**src/rtl/gelato_ifetch_if.sv**
```systemverilog
// Scheduler-to-ifetch PC handoff: scheduler offers a PC, ifetch answers with a caught pulse.
interface gelato_fetchskd_ifetch_if #(
  parameter int unsigned ADDR_WIDTH = 32,
  parameter int unsigned WARP_W     = 5,
  parameter int unsigned SPLIT_W    = 4
);
  logic                  valid;
  logic [ADDR_WIDTH-1:0] pc;
  logic [WARP_W-1:0]     warp_num;
  logic [SPLIT_W-1:0]    split_table_num;
  logic                  caught;

  modport master (output valid, pc, warp_num, split_table_num, input caught);
  modport slave  (input valid, pc, warp_num, split_table_num, output caught);
endinterface

```
**src/rtl/gelato_ifetch.sv**
```systemverilog
// Gelato instruction fetch: catch one warp PC, read the icache, hand the word to the decoder.
module gelato_ifetch #(
  parameter int unsigned ADDR_WIDTH = 32,
  parameter int unsigned INST_WIDTH = 32,
  parameter int unsigned WARP_W     = 5,
  parameter int unsigned SPLIT_W    = 4
) (
  input  logic                  clk,
  input  logic                  rst_n,
  input  logic                  rdy,
  gelato_fetchskd_ifetch_if.slave inst_pc,
  output logic                  icache_req_valid,
  output logic [ADDR_WIDTH-1:0] icache_req_addr,
  input  logic                  icache_req_ready,
  input  logic                  icache_resp_valid,
  input  logic [INST_WIDTH-1:0] icache_resp_data,
  input  logic                  flush_valid,
  input  logic [WARP_W-1:0]     flush_warp_num,
  output logic                  dec_valid,
  input  logic                  dec_ready,
  output logic [INST_WIDTH-1:0] dec_inst,
  output logic [ADDR_WIDTH-1:0] dec_pc,
  output logic [WARP_W-1:0]     dec_warp_num,
  output logic [SPLIT_W-1:0]    dec_split_table_num,
  output logic                  dec_fault
);

  localparam logic [1:0] S_IDLE = 2'd0;
  localparam logic [1:0] S_REQ  = 2'd1;
  localparam logic [1:0] S_WAIT = 2'd2;
  localparam logic [1:0] S_OUT  = 2'd3;

  logic [1:0]            state_q,  state_d;
  logic                  caught_q, caught_d;
  logic                  killed_q, killed_d;
  logic                  fault_q,  fault_d;
  logic [ADDR_WIDTH-1:0] addr_q,   addr_d;
  logic [INST_WIDTH-1:0] inst_q,   inst_d;
  logic [ADDR_WIDTH-1:0] pc_q,     pc_d;
  logic [WARP_W-1:0]     warp_q,   warp_d;
  logic [SPLIT_W-1:0]    split_q,  split_d;
  logic                  flush_hit;

  assign flush_hit = flush_valid && (flush_warp_num == warp_q);

  // Next-state and payload logic; everything holds while rdy is low.
  always_comb begin
    state_d  = state_q;
    caught_d = caught_q;
    killed_d = killed_q;
    fault_d  = fault_q;
    addr_d   = addr_q;
    inst_d   = inst_q;
    pc_d     = pc_q;
    warp_d   = warp_q;
    split_d  = split_q;
    if (rdy) begin
      caught_d = 1'b0;
      case (state_q)
        S_IDLE: begin
          if (inst_pc.valid && !caught_q) begin
            pc_d     = inst_pc.pc;
            warp_d   = inst_pc.warp_num;
            split_d  = inst_pc.split_table_num;
            addr_d   = {inst_pc.pc[ADDR_WIDTH-1:2], 2'b00};
            caught_d = 1'b1;
            killed_d = 1'b0;
            if (inst_pc.pc[1:0] != 2'b00) begin
              fault_d = 1'b1;
              inst_d  = '0;
              state_d = S_OUT;
            end else begin
              fault_d = 1'b0;
              state_d = S_REQ;
            end
          end
        end
        S_REQ: begin
          if (flush_hit) begin
            state_d = S_IDLE;
          end else if (icache_req_ready) begin
            state_d = S_WAIT;
          end
        end
        S_WAIT: begin
          if (icache_resp_valid) begin
            // A flush landing with the response still kills it.
            if (killed_q || flush_hit) begin
              state_d = S_IDLE;
            end else begin
              inst_d  = icache_resp_data;
              state_d = S_OUT;
            end
          end else if (flush_hit) begin
            killed_d = 1'b1;
          end
        end
        S_OUT: begin
          if (flush_hit || dec_ready) begin
            state_d = S_IDLE;
          end
        end
        default: state_d = S_IDLE;
      endcase
    end
  end

  // State and payload registers.
  always_ff @(posedge clk or negedge rst_n) begin
    if (!rst_n) begin
      state_q  <= S_IDLE;
      caught_q <= 1'b0;
      killed_q <= 1'b0;
      fault_q  <= 1'b0;
      addr_q   <= '0;
      inst_q   <= '0;
      pc_q     <= '0;
      warp_q   <= '0;
      split_q  <= '0;
    end else begin
      state_q  <= state_d;
      caught_q <= caught_d;
      killed_q <= killed_d;
      fault_q  <= fault_d;
      addr_q   <= addr_d;
      inst_q   <= inst_d;
      pc_q     <= pc_d;
      warp_q   <= warp_d;
      split_q  <= split_d;
    end
  end

  assign inst_pc.caught      = caught_q;
  assign icache_req_valid    = (state_q == S_REQ);
  assign icache_req_addr     = addr_q;
  assign dec_valid           = (state_q == S_OUT);
  assign dec_inst            = inst_q;
  assign dec_pc              = pc_q;
  assign dec_warp_num        = warp_q;
  assign dec_split_table_num = split_q;
  assign dec_fault           = fault_q;

endmodule
```
**src/flat_wrapper.sv**
```systemverilog
// flat-port wrapper written by rule: the top's interface ports become plain ports
module gelato_ifetch_flat 
#(
  parameter int unsigned ADDR_WIDTH = 32,
  parameter int unsigned INST_WIDTH = 32,
  parameter int unsigned WARP_W     = 5,
  parameter int unsigned SPLIT_W    = 4
)
  (clk, rst_n, rdy, icache_req_valid, icache_req_addr, icache_req_ready, icache_resp_valid, icache_resp_data, flush_valid, flush_warp_num, dec_valid, dec_ready, dec_inst, dec_pc, dec_warp_num, dec_split_table_num, dec_fault, inst_pc_valid, inst_pc_pc, inst_pc_warp_num, inst_pc_split_table_num, inst_pc_caught);
  gelato_fetchskd_ifetch_if #(.ADDR_WIDTH(ADDR_WIDTH), .WARP_W(WARP_W), .SPLIT_W(SPLIT_W)) inst_pc_i ();
  input  logic clk;
  input  logic rst_n;
  input  logic rdy;
  output logic icache_req_valid;
  output logic [ADDR_WIDTH-1:0] icache_req_addr;
  input  logic icache_req_ready;
  input  logic icache_resp_valid;
  input  logic [INST_WIDTH-1:0] icache_resp_data;
  input  logic flush_valid;
  input  logic [WARP_W-1:0] flush_warp_num;
  output logic dec_valid;
  input  logic dec_ready;
  output logic [INST_WIDTH-1:0] dec_inst;
  output logic [ADDR_WIDTH-1:0] dec_pc;
  output logic [WARP_W-1:0] dec_warp_num;
  output logic [SPLIT_W-1:0] dec_split_table_num;
  output logic dec_fault;
  input wire logic [$bits(inst_pc_i.valid)-1:0] inst_pc_valid;
  input wire logic [$bits(inst_pc_i.pc)-1:0] inst_pc_pc;
  input wire logic [$bits(inst_pc_i.warp_num)-1:0] inst_pc_warp_num;
  input wire logic [$bits(inst_pc_i.split_table_num)-1:0] inst_pc_split_table_num;
  output wire logic [$bits(inst_pc_i.caught)-1:0] inst_pc_caught;
  assign inst_pc_i.valid = inst_pc_valid;
  assign inst_pc_i.pc = inst_pc_pc;
  assign inst_pc_i.warp_num = inst_pc_warp_num;
  assign inst_pc_i.split_table_num = inst_pc_split_table_num;
  assign inst_pc_caught = inst_pc_i.caught;
  gelato_ifetch #(.ADDR_WIDTH(ADDR_WIDTH), .INST_WIDTH(INST_WIDTH), .WARP_W(WARP_W), .SPLIT_W(SPLIT_W)) u_core (.clk(clk), .rst_n(rst_n), .rdy(rdy), .inst_pc(inst_pc_i), .icache_req_valid(icache_req_valid), .icache_req_addr(icache_req_addr), .icache_req_ready(icache_req_ready), .icache_resp_valid(icache_resp_valid), .icache_resp_data(icache_resp_data), .flush_valid(flush_valid), .flush_warp_num(flush_warp_num), .dec_valid(dec_valid), .dec_ready(dec_ready), .dec_inst(dec_inst), .dec_pc(dec_pc), .dec_warp_num(dec_warp_num), .dec_split_table_num(dec_split_table_num), .dec_fault(dec_fault));
endmodule
```
**config.mk**
```make
export PLATFORM = sky130hd
export DESIGN_NAME = gelato_ifetch_flat
export DESIGN_NICKNAME = d
export VERILOG_FILES = /design/src/rtl/gelato_ifetch_if.sv /design/src/rtl/gelato_ifetch.sv /design/src/flat_wrapper.sv
export SDC_FILE = /design/constraint.sdc
export NUM_CORES = 1
export LEC_CHECK = 0
export CORE_UTILIZATION = 40
export DETAILED_ROUTE_END_ITERATION = 10
export GPL_TIMING_DRIVEN = 0
export PLACE_DENSITY = 0.81
export SLEW_MARGIN = 10
export SYNTH_ARGS = -nofsm -noshare
export SYNTH_HDL_FRONTEND = slang
export SYNTH_SLANG_ARGS = --single-unit
```
**constraint.sdc**
```tcl
create_clock -name clk -period 1.95 [get_ports clk]
set_input_delay 0.39 -clock clk [delete_from_list [all_inputs] [get_ports clk]]
set_output_delay 0.39 -clock clk [all_outputs]
set_load 0.01 [all_outputs]
```
; Yosys cells after proc, flatten, opt, wreduce, memory -nomap -nowiden
; Index checks and enable logic that the tools add are counted.
[op_classes]
n_div = 0
n_shift = 0
n_eq_ne = 12
n_mul = 0
order_cmp = 0
mux = 20
n_bitwise = 0
n_addsub = 0
reduce_logical = 12
[op_table]
columns = op, count
row1 = 32-bit 2-to-1 mux, 4
row2 = 32-bit one-hot mux with 2 select lines, 1
row3 = 2-bit 2-to-1 mux, 7
row4 = 5-bit AND reduction, 2
row5 = "2-bit by 1-bit inequality test with 1-bit output, second input constant", 4
row6 = 2-bit one-hot mux with 4 select lines, 1
row7 = 1-bit 2-to-1 mux, 6
row8 = "2-bit inequality test, second input constant", 3
row9 = 6-bit AND reduction, 1
row10 = 5-bit equality test, 1
row11 = "2-bit equality test, second input constant", 2
row12 = 2-bit nonzero test, 2
row13 = "3-bit by 1-bit inequality test with 1-bit output, second input constant", 1
row14 = 3-bit AND reduction, 1
row15 = "2-bit by 1-bit equality test with 1-bit output, second input constant", 1
row16 = 1-bit logical AND, 2
row17 = 2-bit zero test, 1
row18 = 1-bit logical OR, 2
row19 = 1-bit one-hot mux with 2 select lines, 1
row20 = 1-bit zero test, 1
[totals]
rom_bits = 0
memories = 0
out_inout_bits = 109
wordCells = 53
reg_bits = 108
mem_bits_rw = 0
latchBits = 0

; Logic depth before layout (Yosys ltp)
; Gate-level depths: netlist (run 1).
[logic_depth]
ltp_word = 6
depth_mapped = 8

; Least setup slack after synthesis (run 1)
; Ideal clock, no wire load.
[synth_path]
path_type = flip-flop to flip-flop
start = reg u_core.state_q[1]
end = reg u_core.inst_q[10] (netlist: u_core.dec_inst[10])
path_slack_ns = 0.194
setup_ns = 0.080
synth_period_minus_slack_ns = 1.756
t_arrival_ns = 1.676
stages_incl_launch_ff = 9
path_buffers = 3
cell_sequence = dfrtp_1 -> buf_2 -> nor3b_4 -> nand2_4 -> a2bb2oi_2 -> or2_1 -> buf_2 -> buf_6 -> o211ai_2
[synth_between]
elab_chain_len = 3
elab_cells_between_ends = 9
classes_between = eq/ne (5) / mux (1) / reduce/logical (3)
[synth_rtl]
columns = element, line
row1 = "start, declared", gelato_ifetch.sv:33  ; logic [1:0] state_q, state_d;
row2 = "start signal, assigned", gelato_ifetch.sv:121  ; state_q <= state_d;
row3 = 2-bit equality test or 2-bit zero test (tied branches), gelato_ifetch.sv:59  ; case (state_q)
row4 = 2-bit inequality test (no line) (tied with other cells), n/a
row5 = 6-bit AND reduction (no line), n/a
row6 = "end signal, assigned", gelato_ifetch.sv:126  ; inst_q <= inst_d;
row7 = "end, declared", gelato_ifetch.sv:38  ; logic [INST_WIDTH-1:0] inst_q, inst_d;
; Parallel ways exist; a longest one is shown, timed or not.
; A chain may end at the register's enable or synchronous reset.

; Final worst setup path (run 1)
[layout_path]
start = in rdy
end = reg u_core.inst_q[7] (netlist: u_core.dec_inst[7])
[layout_between]
elab_chain_len = 1
[layout_rtl]
columns = element, line
row1 = "start, declared", flat_wrapper.sv:13  ; input logic rdy;
row2 = 6-bit AND reduction (no line), n/a
; No other way between the ends.

==> tab_implementation.tex, run 1 <==
\begin{tabular}{lr}
\hline
Metric & Value \\
\hline
\multicolumn{2}{l}{\textbf{Power and ir drop}} \\
Int Power & around 6.3 mW \\
Clock group share of total power & 0.153 \\
Post-layout power & about 9.5 mW \\
Gate power share & 0.542 \\
Part of the total power dissipated in sequential elements & 0.305 \\
Sw Share & 0.334 \\
Net Switching & about 3.2 mW \\
Cell Pwr Density & $\sim$1500 mW/mm2 \\
Highest ir drop seen on vdd & roughly 0.6 mV \\
Leakage power & approximately 2.7 nW \\
\multicolumn{2}{l}{\textbf{Clocking}} \\
Clock-pin slew of the registers on the worst-case setup and hold paths & 0.08 ns \\
Maximum buffer depth of the clock tree & 2 \\
Clock tree from TritonCTS & yes \\
Number of clock buffers inserted by TritonCTS & 9 \\
Worst-skew pair later-pin latency & 0.33 ns \\
Master cell of the clock root buffer & sky130\_fd\_sc\_hd\_\_clkbuf\_8 \\
Htree depth & 3 \\
Number of hold-repair buffers added at the cts stage & 0 \\
Sink Count & 78 \\
\multicolumn{2}{l}{\textbf{Setup path}} \\
Required @ worst endpoint & approximately 2.2 ns \\
Worst Path Class, Setup & in2reg \\
R2r startpoint & u\_core.state\_q[0] \\
Critical Path Source & rdy \\
CP max FO & 10 \\
CP arrival & 2.13 ns \\
Capturing element type of the critical path & flop \\
Critical Path Source Type & input pin \\
\multicolumn{2}{l}{\textbf{Layout}} \\
Layout Area Growth over Synthesis & 63.6\% \\
Multi-input combinational cell area & roughly 0.0015 mm2 \\
Final design utilization & 0.676 \\
Filler Cells Inserted & 732 \\
Diodes inserted & 0 \\
Nets & between 600 and 700 \\
Layout cells sized above 1 & 0.258 \\
Storage element area & $\sim$0.002 mm2 \\
Post-route insts no fill & about 680 \\
\multicolumn{2}{l}{\textbf{Floorplanning}} \\
Row cnt & 35 \\
Area of the core region & 0.00924 mm2 \\
Die X & $\sim$100 um \\
Vert. Die Dim & around 100 um \\
Die Outline Area & 0.00994 mm2 \\
Effective utilization at floorplan & 0.413 \\
Io pins & approximately 200 \\
\multicolumn{2}{l}{\textbf{Synthesis}} \\
Post-synthesis share of cell area spent on and, or, nand and nor gates & 0.130 \\
Top cells by area in the synthesized netlist & sky130\_fd\_sc\_hd\_\_dfrtp\_1 (51\%), sky130\_fd\_sc\_hd\_\_mux2\_2 (12\%), sky130\_fd\_sc\_hd\_\_o211ai\_2 (9.8\%) \\
Cell with the most instances after synthesis & sky130\_fd\_sc\_hd\_\_dfrtp\_1 \\
Post-synthesis instance area & between 0.003 and 0.004 mm2 \\
Proportion of synthesized area in mux cells & 0.124 \\
Gate count after technology mapping & between 300 and 400 \\
Share of synthesized registers carrying an async set or reset & 1.00 \\
Yosys warns & 0 \\
Post-synthesis sequential element count & just under 80 \\
Post-Synth XOR/XNOR Area & 0.0115 \\
Cell variety after synth & 29 \\
Library cell with the largest summed area after synthesis & sky130\_fd\_sc\_hd\_\_dfrtp\_1 \\
Sequential fraction of the synthesis area & 0.511 \\
Synth top area share & 0.511 \\
Main combinational cell family by area after synthesis & simple AND/OR/NAND/NOR gates \\
Number of enable-type register cells in the synthesized netlist & 0 \\
Area fraction in compound gates after synthesis & 0.128 \\
Per-instance average area after synthesis & around 11 um2 \\
Commonest cells in the netlist & sky130\_fd\_sc\_hd\_\_dfrtp\_1 (78), sky130\_fd\_sc\_hd\_\_nand2\_1 (68), sky130\_fd\_sc\_hd\_\_mux2\_2 (41) \\
Adder-Cell Fraction of Synth Area & 0 \\
Post-synth top flop & sky130\_fd\_sc\_hd\_\_dfrtp\_1 \\
\multicolumn{2}{l}{\textbf{Timing}} \\
Final Hold Vio Count & 0 \\
Setup repair after global routing missed its margin & yes \\
Max-slew headroom at the worst pin & 0.657 \\
Achievable frequency & roughly 530 MHz \\
Final number of setup-violating endpoints & 0 \\
Share of the clock period used by the worst path & 0.965 \\
Clock skew & around 0.0092 ns \\
Final slew viol count & 0 \\
Crit path time final & 1.88 ns \\
Actual slew at the worst max-slew pin & 0.515 ns \\
\multicolumn{2}{l}{\textbf{Route}} \\
Drt wl/cell & 15.0 um \\
Total via count after detailed routing & 3295 \\
Residual antenna-violating net count after detailed routing & 0 \\
Routed length on met1 & around 4200 um \\
Average vias per placed instance & between 4 and 5 \\
Residual DRC & 0 \\
Number of DRC markers in iteration 0 & 60 \\
Routed wl met2 & 5350 um \\
Final wirelength & 10300 um \\
Pre-Repair DR Iteration Count & 4 \\
Highest layer used for signal routing & met4 \\
Sum of met3 wire segment lengths after detailed routing & 584 um \\
\multicolumn{2}{l}{\textbf{Global route}} \\
Total global routing track utilization & 0.213 \\
Aggregate global routing overflow & 0 \\
Wire length of the first global-routing pass & around 17000 um \\
Number of global-route vias before repair & $\sim$3300 \\
Number of antenna violations at the first check in global routing & 0 \\
Pin count of the biggest net entering global routing & between 40 and 50 \\
\multicolumn{2}{l}{\textbf{Placement}} \\
Total of buffers placed on input and output ports & 192 \\
Global placer's final weighted congestion & 0.740 \\
Detailed placer's ending HPWL & between 7000 and 8000 um \\
Number of placed instances with taps included & roughly 660 \\
\multicolumn{2}{l}{\textbf{Min path}} \\
Worst min-delay path class & in2async \\
\multicolumn{2}{l}{\textbf{Run}} \\
Maxcap violations & 0 \\
\multicolumn{2}{l}{\textbf{Run status}} \\
Status & complete, no violations \\
\hline
\end{tabular}
[flip-flops by register name (all words and copies together), names as in the netlist]
signal	count
u_core.dec_fault	1
u_core.dec_inst	32
u_core.dec_pc	32
u_core.dec_split_table_num	4
u_core.dec_warp_num	5
u_core.inst_pc.caught	1
u_core.killed_q	1
u_core.state_q	2
[logic make-up (layout without fill, tap and decap cells)]
group,count (synthesis),in the layout
and+or+nand+nor,112,112
DFF,78,78
buffers and inverters,56,270
AOI/OAI and AO/OA,46,46
muxes,42,42
xor gates and xnor gates,5,5
other,1,2
[power by group through the flow]
| stage | combinational [mW] | clock [mW] | sequential (mW) |
|---|---|---|---|
| floorplan | 2.18 | 0 | 3.14 |
| global placement | 4.99 | 0 | 2.86 |
| detailed placement | 5.10 | 0 | 2.91 |
| CTS | 5.15 | 1.48 | 2.89 |
| global route | 5.49 | 1.56 | 2.99 |
| finish | 5.13 | 1.45 | 2.89 |
[final cells by class]
type,count,area share
plain buffers,53,0.0589
clock buffers,11,0.0226
clock inverters,4,0.0152
inverters,2,0.00120
multi-input cells,207,0.244
flip-flops and latches,78,0.313
well taps,129,0.0259
repair buffers,200,0.320
[placed cells by master, fill, tap and decap left out, types with 2 or more instances in the layout]
master / instances
sky130_fd_sc_hd__conb_1: 2
sky130_fd_sc_hd__dfrtp_1: 78
sky130_fd_sc_hd__xnor2_1: 5
sky130_fd_sc_hd__dlygate4sd2_1: 2
sky130_fd_sc_hd__a21oi_1: 3
sky130_fd_sc_hd__nand3_1: 32
sky130_fd_sc_hd__o211ai_1: 2
sky130_fd_sc_hd__clkbuf_8: 11
sky130_fd_sc_hd__buf_4: 40
sky130_fd_sc_hd__nand2_1: 68
sky130_fd_sc_hd__nor2_1: 5
sky130_fd_sc_hd__mux2_2: 41
sky130_fd_sc_hd__o211ai_2: 30
sky130_fd_sc_hd__buf_6: 4
sky130_fd_sc_hd__clkbuf_2: 3
sky130_fd_sc_hd__and2_1: 2
sky130_fd_sc_hd__bufinv_16: 3
sky130_fd_sc_hd__inv_1: 2
sky130_fd_sc_hd__o21ai_0: 5
sky130_fd_sc_hd__clkbuf_1: 10
sky130_fd_sc_hd__clkdlybuf4s50_1: 189
sky130_fd_sc_hd__buf_2: 4
[path summary, 6_finish.rpt]
kind / slack, ns / endpoint / depth (start not counted)
setup / recovery: 0.07 / u_core.dec_inst[7] / 8
hold / removal: 0.003 / u_core.dec_inst[13] / 1
setup reg to reg: 0.11 / u_core.dec_inst[7] / 7
hold reg to reg: 0.49 / u_core.dec_fault / 2
max in group asynchronous: 1.36 / u_core.dec_pc[0] / 2
min in group clk: 0.49 / u_core.dec_fault / 2
[critical path, stage by stage]
cell and delay (ns):
sky130_fd_sc_hd__clkdlybuf4s50_1 0.52, sky130_fd_sc_hd__and2b_1 0.23, sky130_fd_sc_hd__nand2_4 0.06, sky130_fd_sc_hd__a2bb2oi_2 0.20
sky130_fd_sc_hd__or2_1 0.22, sky130_fd_sc_hd__buf_2 0.16, sky130_fd_sc_hd__buf_6 0.16, sky130_fd_sc_hd__o211ai_2 0.17
[stage by stage]
| step | instance area (um2) | hold WS, ns | setup TNS (ns) | setup WS (ns) |
|---|---|---|---|---|
| 6_report | 6240 | 0.00348 | 0 | 0.0683 |
| 5_1_grt | 6240 | 0.0191 | -0.0591 | -0.0318 |
| 4_1_cts | 6210 | 0.0126 | 0 | 0.0103 |
| 3_5_place_dp | 5930 | 0.383 | -20.46 | -0.573 |
| 3_3_place_gp | 5900 | 0.470 | -198.58 | -2.32 |
| 2_1_floorplan | 3820 | 0.0944 | 0 | 0.194 |
[timing repair]
| item | in CTS | in global routing |
|---|---|---|
| endpoints found under the setup margin | 34 | 35 |
| resized for setup | 9 | 5 |
| pin swaps | 0 | 3 |
| gates cloned | 0 | 0 |
| buffers inserted | 3 | 4 |
[routing by layer]
layer	up-vias	global-route usage
met5	-	0
met4	0	0.0645
met3	10	0.0422
met2	128	0.380
met1	1602	0.259
li1	1555	-
Note: power is estimated with default switching activity, not from simulation.
==> run 2: changes to the inputs <==
--- a/config.mk
+++ b/config.mk
@@ -5,7 +5,10 @@
 export SDC_FILE = /design/constraint.sdc
 export NUM_CORES = 1
 export LEC_CHECK = 0
+export CORE_ASPECT_RATIO = 1.2
+export CORE_MARGIN = 3
 export CORE_UTILIZATION = 40
+export CTS_CLUSTER_SIZE = 12
 export DETAILED_ROUTE_END_ITERATION = 10
 export GPL_TIMING_DRIVEN = 0
 export PLACE_DENSITY = 0.81
==> tab_implementation.tex, run 2 (synthesis gave the netlist of run 1 again) <==
\begin{tabular}{lr}
\hline
Metric & Value \\
\hline
\multicolumn{2}{l}{\textbf{Run status}} \\
Status & complete, no violations \\
\multicolumn{2}{l}{\textbf{Route}} \\
Residual DRC & 0 (unchanged) \\
Routed wl met2 & 5590 um (+4.3\%) \\
Total via count after detailed routing & 3253 (-1.3\%) \\
Final wirelength & 10600 um (+3.1\%) \\
Drt wl/cell & 15.7 um (+4.8\%) \\
Highest layer used for signal routing & met4 \\
Average vias per placed instance & 4.83 (+0.34\%) \\
Sum of met3 wire segment lengths after detailed routing & 828 um (+42\%) \\
Number of DRC markers in iteration 0 & 112 (+87\%) \\
Pre-Repair DR Iteration Count & 4 (unchanged) \\
Routed length on met1 & 4040 um (-4.3\%) \\
Residual antenna-violating net count after detailed routing & 0 (unchanged) \\
\multicolumn{2}{l}{\textbf{Power and ir drop}} \\
Leakage power & 2.68 nW (-1.3\%) \\
Clock group share of total power & 0.142 (-0.011) \\
Net Switching & 3.21 mW (+1.6\%) \\
Int Power & 6.13 mW (-2.8\%) \\
Sw Share & 0.344 (+0.00991) \\
Cell Pwr Density & 1510 mW/mm2 (-0.45\%) \\
Part of the total power dissipated in sequential elements & 0.309 (+0.004) \\
Highest ir drop seen on vdd & 0.673 mV (+11\%) \\
Gate power share & 0.549 (+0.007) \\
\multicolumn{2}{l}{\textbf{Global route}} \\
Aggregate global routing overflow & 0 (unchanged) \\
Total global routing track utilization & 0.198 (-0.0148) \\
Wire length of the first global-routing pass & 16700 um (+0.13\%) \\
Pin count of the biggest net entering global routing & 43 (-4.4\%) \\
Number of global-route vias before repair & 3323 (-0.57\%) \\
Number of antenna violations at the first check in global routing & 0 (unchanged) \\
\multicolumn{2}{l}{\textbf{Setup path}} \\
R2R Path End & u\_core.dec\_inst[23] \\
Required @ worst endpoint & 2.22 ns (+0.02 ns) \\
CP arrival & 2.16 ns (+0.03 ns) \\
Max stage delay on crit path & 0.54 ns (+0.02 ns) \\
Reg2reg setup slack & 0.10 ns (about the same) \\
R2r startpoint & u\_core.state\_q[1] \\
Capturing element type of the critical path & flop \\
Number of cells on the worst reg-to-reg path & 8 (+1) \\
Ordered list of cells on the worst path & clkdlybuf4s50\_1 -> and2b\_2 -> nand2\_4 -> a2bb2oi\_4 -> or2\_1 -> buf\_2 -> buf\_6 -> o211ai\_2 \\
Critical-path cell with the highest stage delay & sky130\_fd\_sc\_hd\_\_clkdlybuf4s50\_1 \\
Critical Path Source Type & input pin \\
CP max FO & 10 (unchanged) \\
Worst Path Class, Setup & in2reg \\
\multicolumn{2}{l}{\textbf{Clocking}} \\
Htree depth & 3 (unchanged) \\
Clock tree from TritonCTS & yes \\
Master cell of the clock root buffer & sky130\_fd\_sc\_hd\_\_clkbuf\_8 \\
Number of clock buffers inserted by TritonCTS & 9 (unchanged) \\
Number of hold-repair buffers added at the cts stage & 0 (unchanged) \\
Worst-skew pair later-pin latency & 0.35 ns (+0.02 ns) \\
Clock-pin slew of the registers on the worst-case setup and hold paths & 0.08 ns (about the same) \\
Maximum buffer depth of the clock tree & 2 (unchanged) \\
Sink Count & 78 (unchanged) \\
\multicolumn{2}{l}{\textbf{Run}} \\
Maxcap violations & 0 (unchanged) \\
\multicolumn{2}{l}{\textbf{Floorplanning}} \\
Effective utilization at floorplan & 0.416 (+0.00287) \\
Die Outline Area & 0.0108 mm2 (+8.2\%) \\
Vert. Die Dim & 113 um (+13\%) \\
Row cnt & 38 (+8.6\%) \\
Die X & 95.2 um (-4.5\%) \\
Area of the core region & 0.00918 mm2 (-0.69\%) \\
Io pins & 195 (unchanged) \\
\multicolumn{2}{l}{\textbf{Placement}} \\
Pre-CTS WS & -0.553 ns (+0.0192 ns) \\
Global placer's final weighted congestion & 0.766 (+3.6\%) \\
Post-detailed-placement cell area & 0.00591 mm2 (-0.32\%) \\
Detailed placer's ending HPWL & 8180 um (+3.5\%) \\
Total of buffers placed on input and output ports & 192 (unchanged) \\
\multicolumn{2}{l}{\textbf{Layout}} \\
Diodes inserted & 0 (unchanged) \\
Leading cell type in the layout, fill and taps excluded & sky130\_fd\_sc\_hd\_\_clkdlybuf4s50\_1 \\
Commonest cells after routing, fill and taps aside & sky130\_fd\_sc\_hd\_\_clkdlybuf4s50\_1 (189), sky130\_fd\_sc\_hd\_\_dfrtp\_1 (78), sky130\_fd\_sc\_hd\_\_nand2\_1 (68) \\
Filler Cells Inserted & 705 (-3.7\%) \\
Total non-filler cell area in the finished layout & 0.00619 mm2 (-0.90\%) \\
Storage element area & 0.00195 mm2 (unchanged) \\
Multi-input combinational cell area & 0.00153 mm2 (+0.82\%) \\
Layout Area Growth over Synthesis & 62.1\% \\
Nets & 634 (-0.47\%) \\
Layout cells sized above 1 & 0.255 (-0.00268) \\
\multicolumn{2}{l}{\textbf{Timing}} \\
Smallest hold slack & 0.0171 ns (+0.0136 ns) \\
Final Hold Vio Count & 0 (unchanged) \\
Final slew viol count & 0 (unchanged) \\
Achievable frequency & 532 MHz (about the same) \\
Crit path time final & 1.88 ns (-0.000636 ns) \\
Final number of setup-violating endpoints & 0 (unchanged) \\
Max-slew headroom at the worst pin & 0.633 (-0.0239) \\
Actual slew at the worst max-slew pin & 0.551 ns (+0.0358 ns) \\
Setup TNS after final layout & 0 ns (unchanged) \\
Clock skew & 0.00582 ns (-0.00338 ns) \\
Setup repair after global routing missed its margin & no \\
Smallest setup slack after layout & 0.0690 ns (+0.000636 ns) \\
Share of the clock period used by the worst path & 0.965 (about the same) \\
\multicolumn{2}{l}{\textbf{Min path}} \\
Worst min-delay path class & in2async \\
\hline
\end{tabular}
run 2: cell types whose count changed in the layout (fill, tap and decap cells not counted), sizes merged:
cell      change
buf           -4
clkinvlp      +2
bufinv        -1
clkbuf        +1
run 2: per-layer routing:
metal | track usage | vias up
li1 | - | 1559
met1 | 0.234 | 1553
met2 | 0.349 | 129
met3 | 0.0512 | 12
met4 | 0.0606 | 0
met5 | 0 | -
run 2: metrics by stage:
step                      cells   util  power [mW]
final                       673  0.674        9.33
after global routing        673  0.674        9.93
after CTS                   670  0.670        9.42
after detailed placement    654  0.644        8.05
after global placement      653  0.642        7.87
after floorplan             341      -        5.31
run 2: critical path: cells and delay by family:
| kind | cells | cell delay [ns] |
|---|---|---|
| and+or+nand+nor | 3 | 0.53 |
| AOI/OAI and AO/OA | 2 | 0.37 |
| buffers and inverters | 3 | 0.86 |
run 2: worst max-delay path by stage:
stage / cells past startpoint / slack, ns / end / from
finish: 8 / 0.07 / u_core.dec_inst[23] / rdy
global route: 4 / 0.005 / dec_valid / u_core.state_q[1]
CTS: 8 / 0.001 / u_core.dec_inst[20] / u_core.state_q[1]
detailed placement: 7 / -0.55 / u_core.dec_inst[13] / flush_warp_num[2]
global placement: 1 / -2.26 / u_core.dec_inst[20] / rst_n
floorplan: 8 / 0.19 / u_core.dec_inst[10] / u_core.state_q[1]
run 2: power by group through the flow:
stage          Combinational, mW  Sequential, mW  Clock, mW
2_1_floorplan               2.18            3.14          0
3_3_place_gp                5.00            2.87          0
3_5_place_dp                5.13            2.92          0
4_1_cts                     5.17            2.89       1.36
5_1_grt                     5.51            3.00       1.43
6_report                    5.12            2.88       1.33
run 2: layout make-up:
cell class | instances | share of cell area
Clock buffer | 11 | 0.0212
Tap cell | 120 | 0.0243
Timing Repair Buffer | 196 | 0.317
Clock inverter | 5 | 0.0136
Inverter | 2 | 0.00121
Buffer | 54 | 0.0597
Multi-Input combinational cell | 207 | 0.248
Sequential cell | 78 | 0.316
run 2: what timing repair did:
action,4_1_cts,5_1_grt
pin swaps,0,3
buffers inserted,0,3
endpoints found under the setup margin,32,30
gates resized for setup,10,7
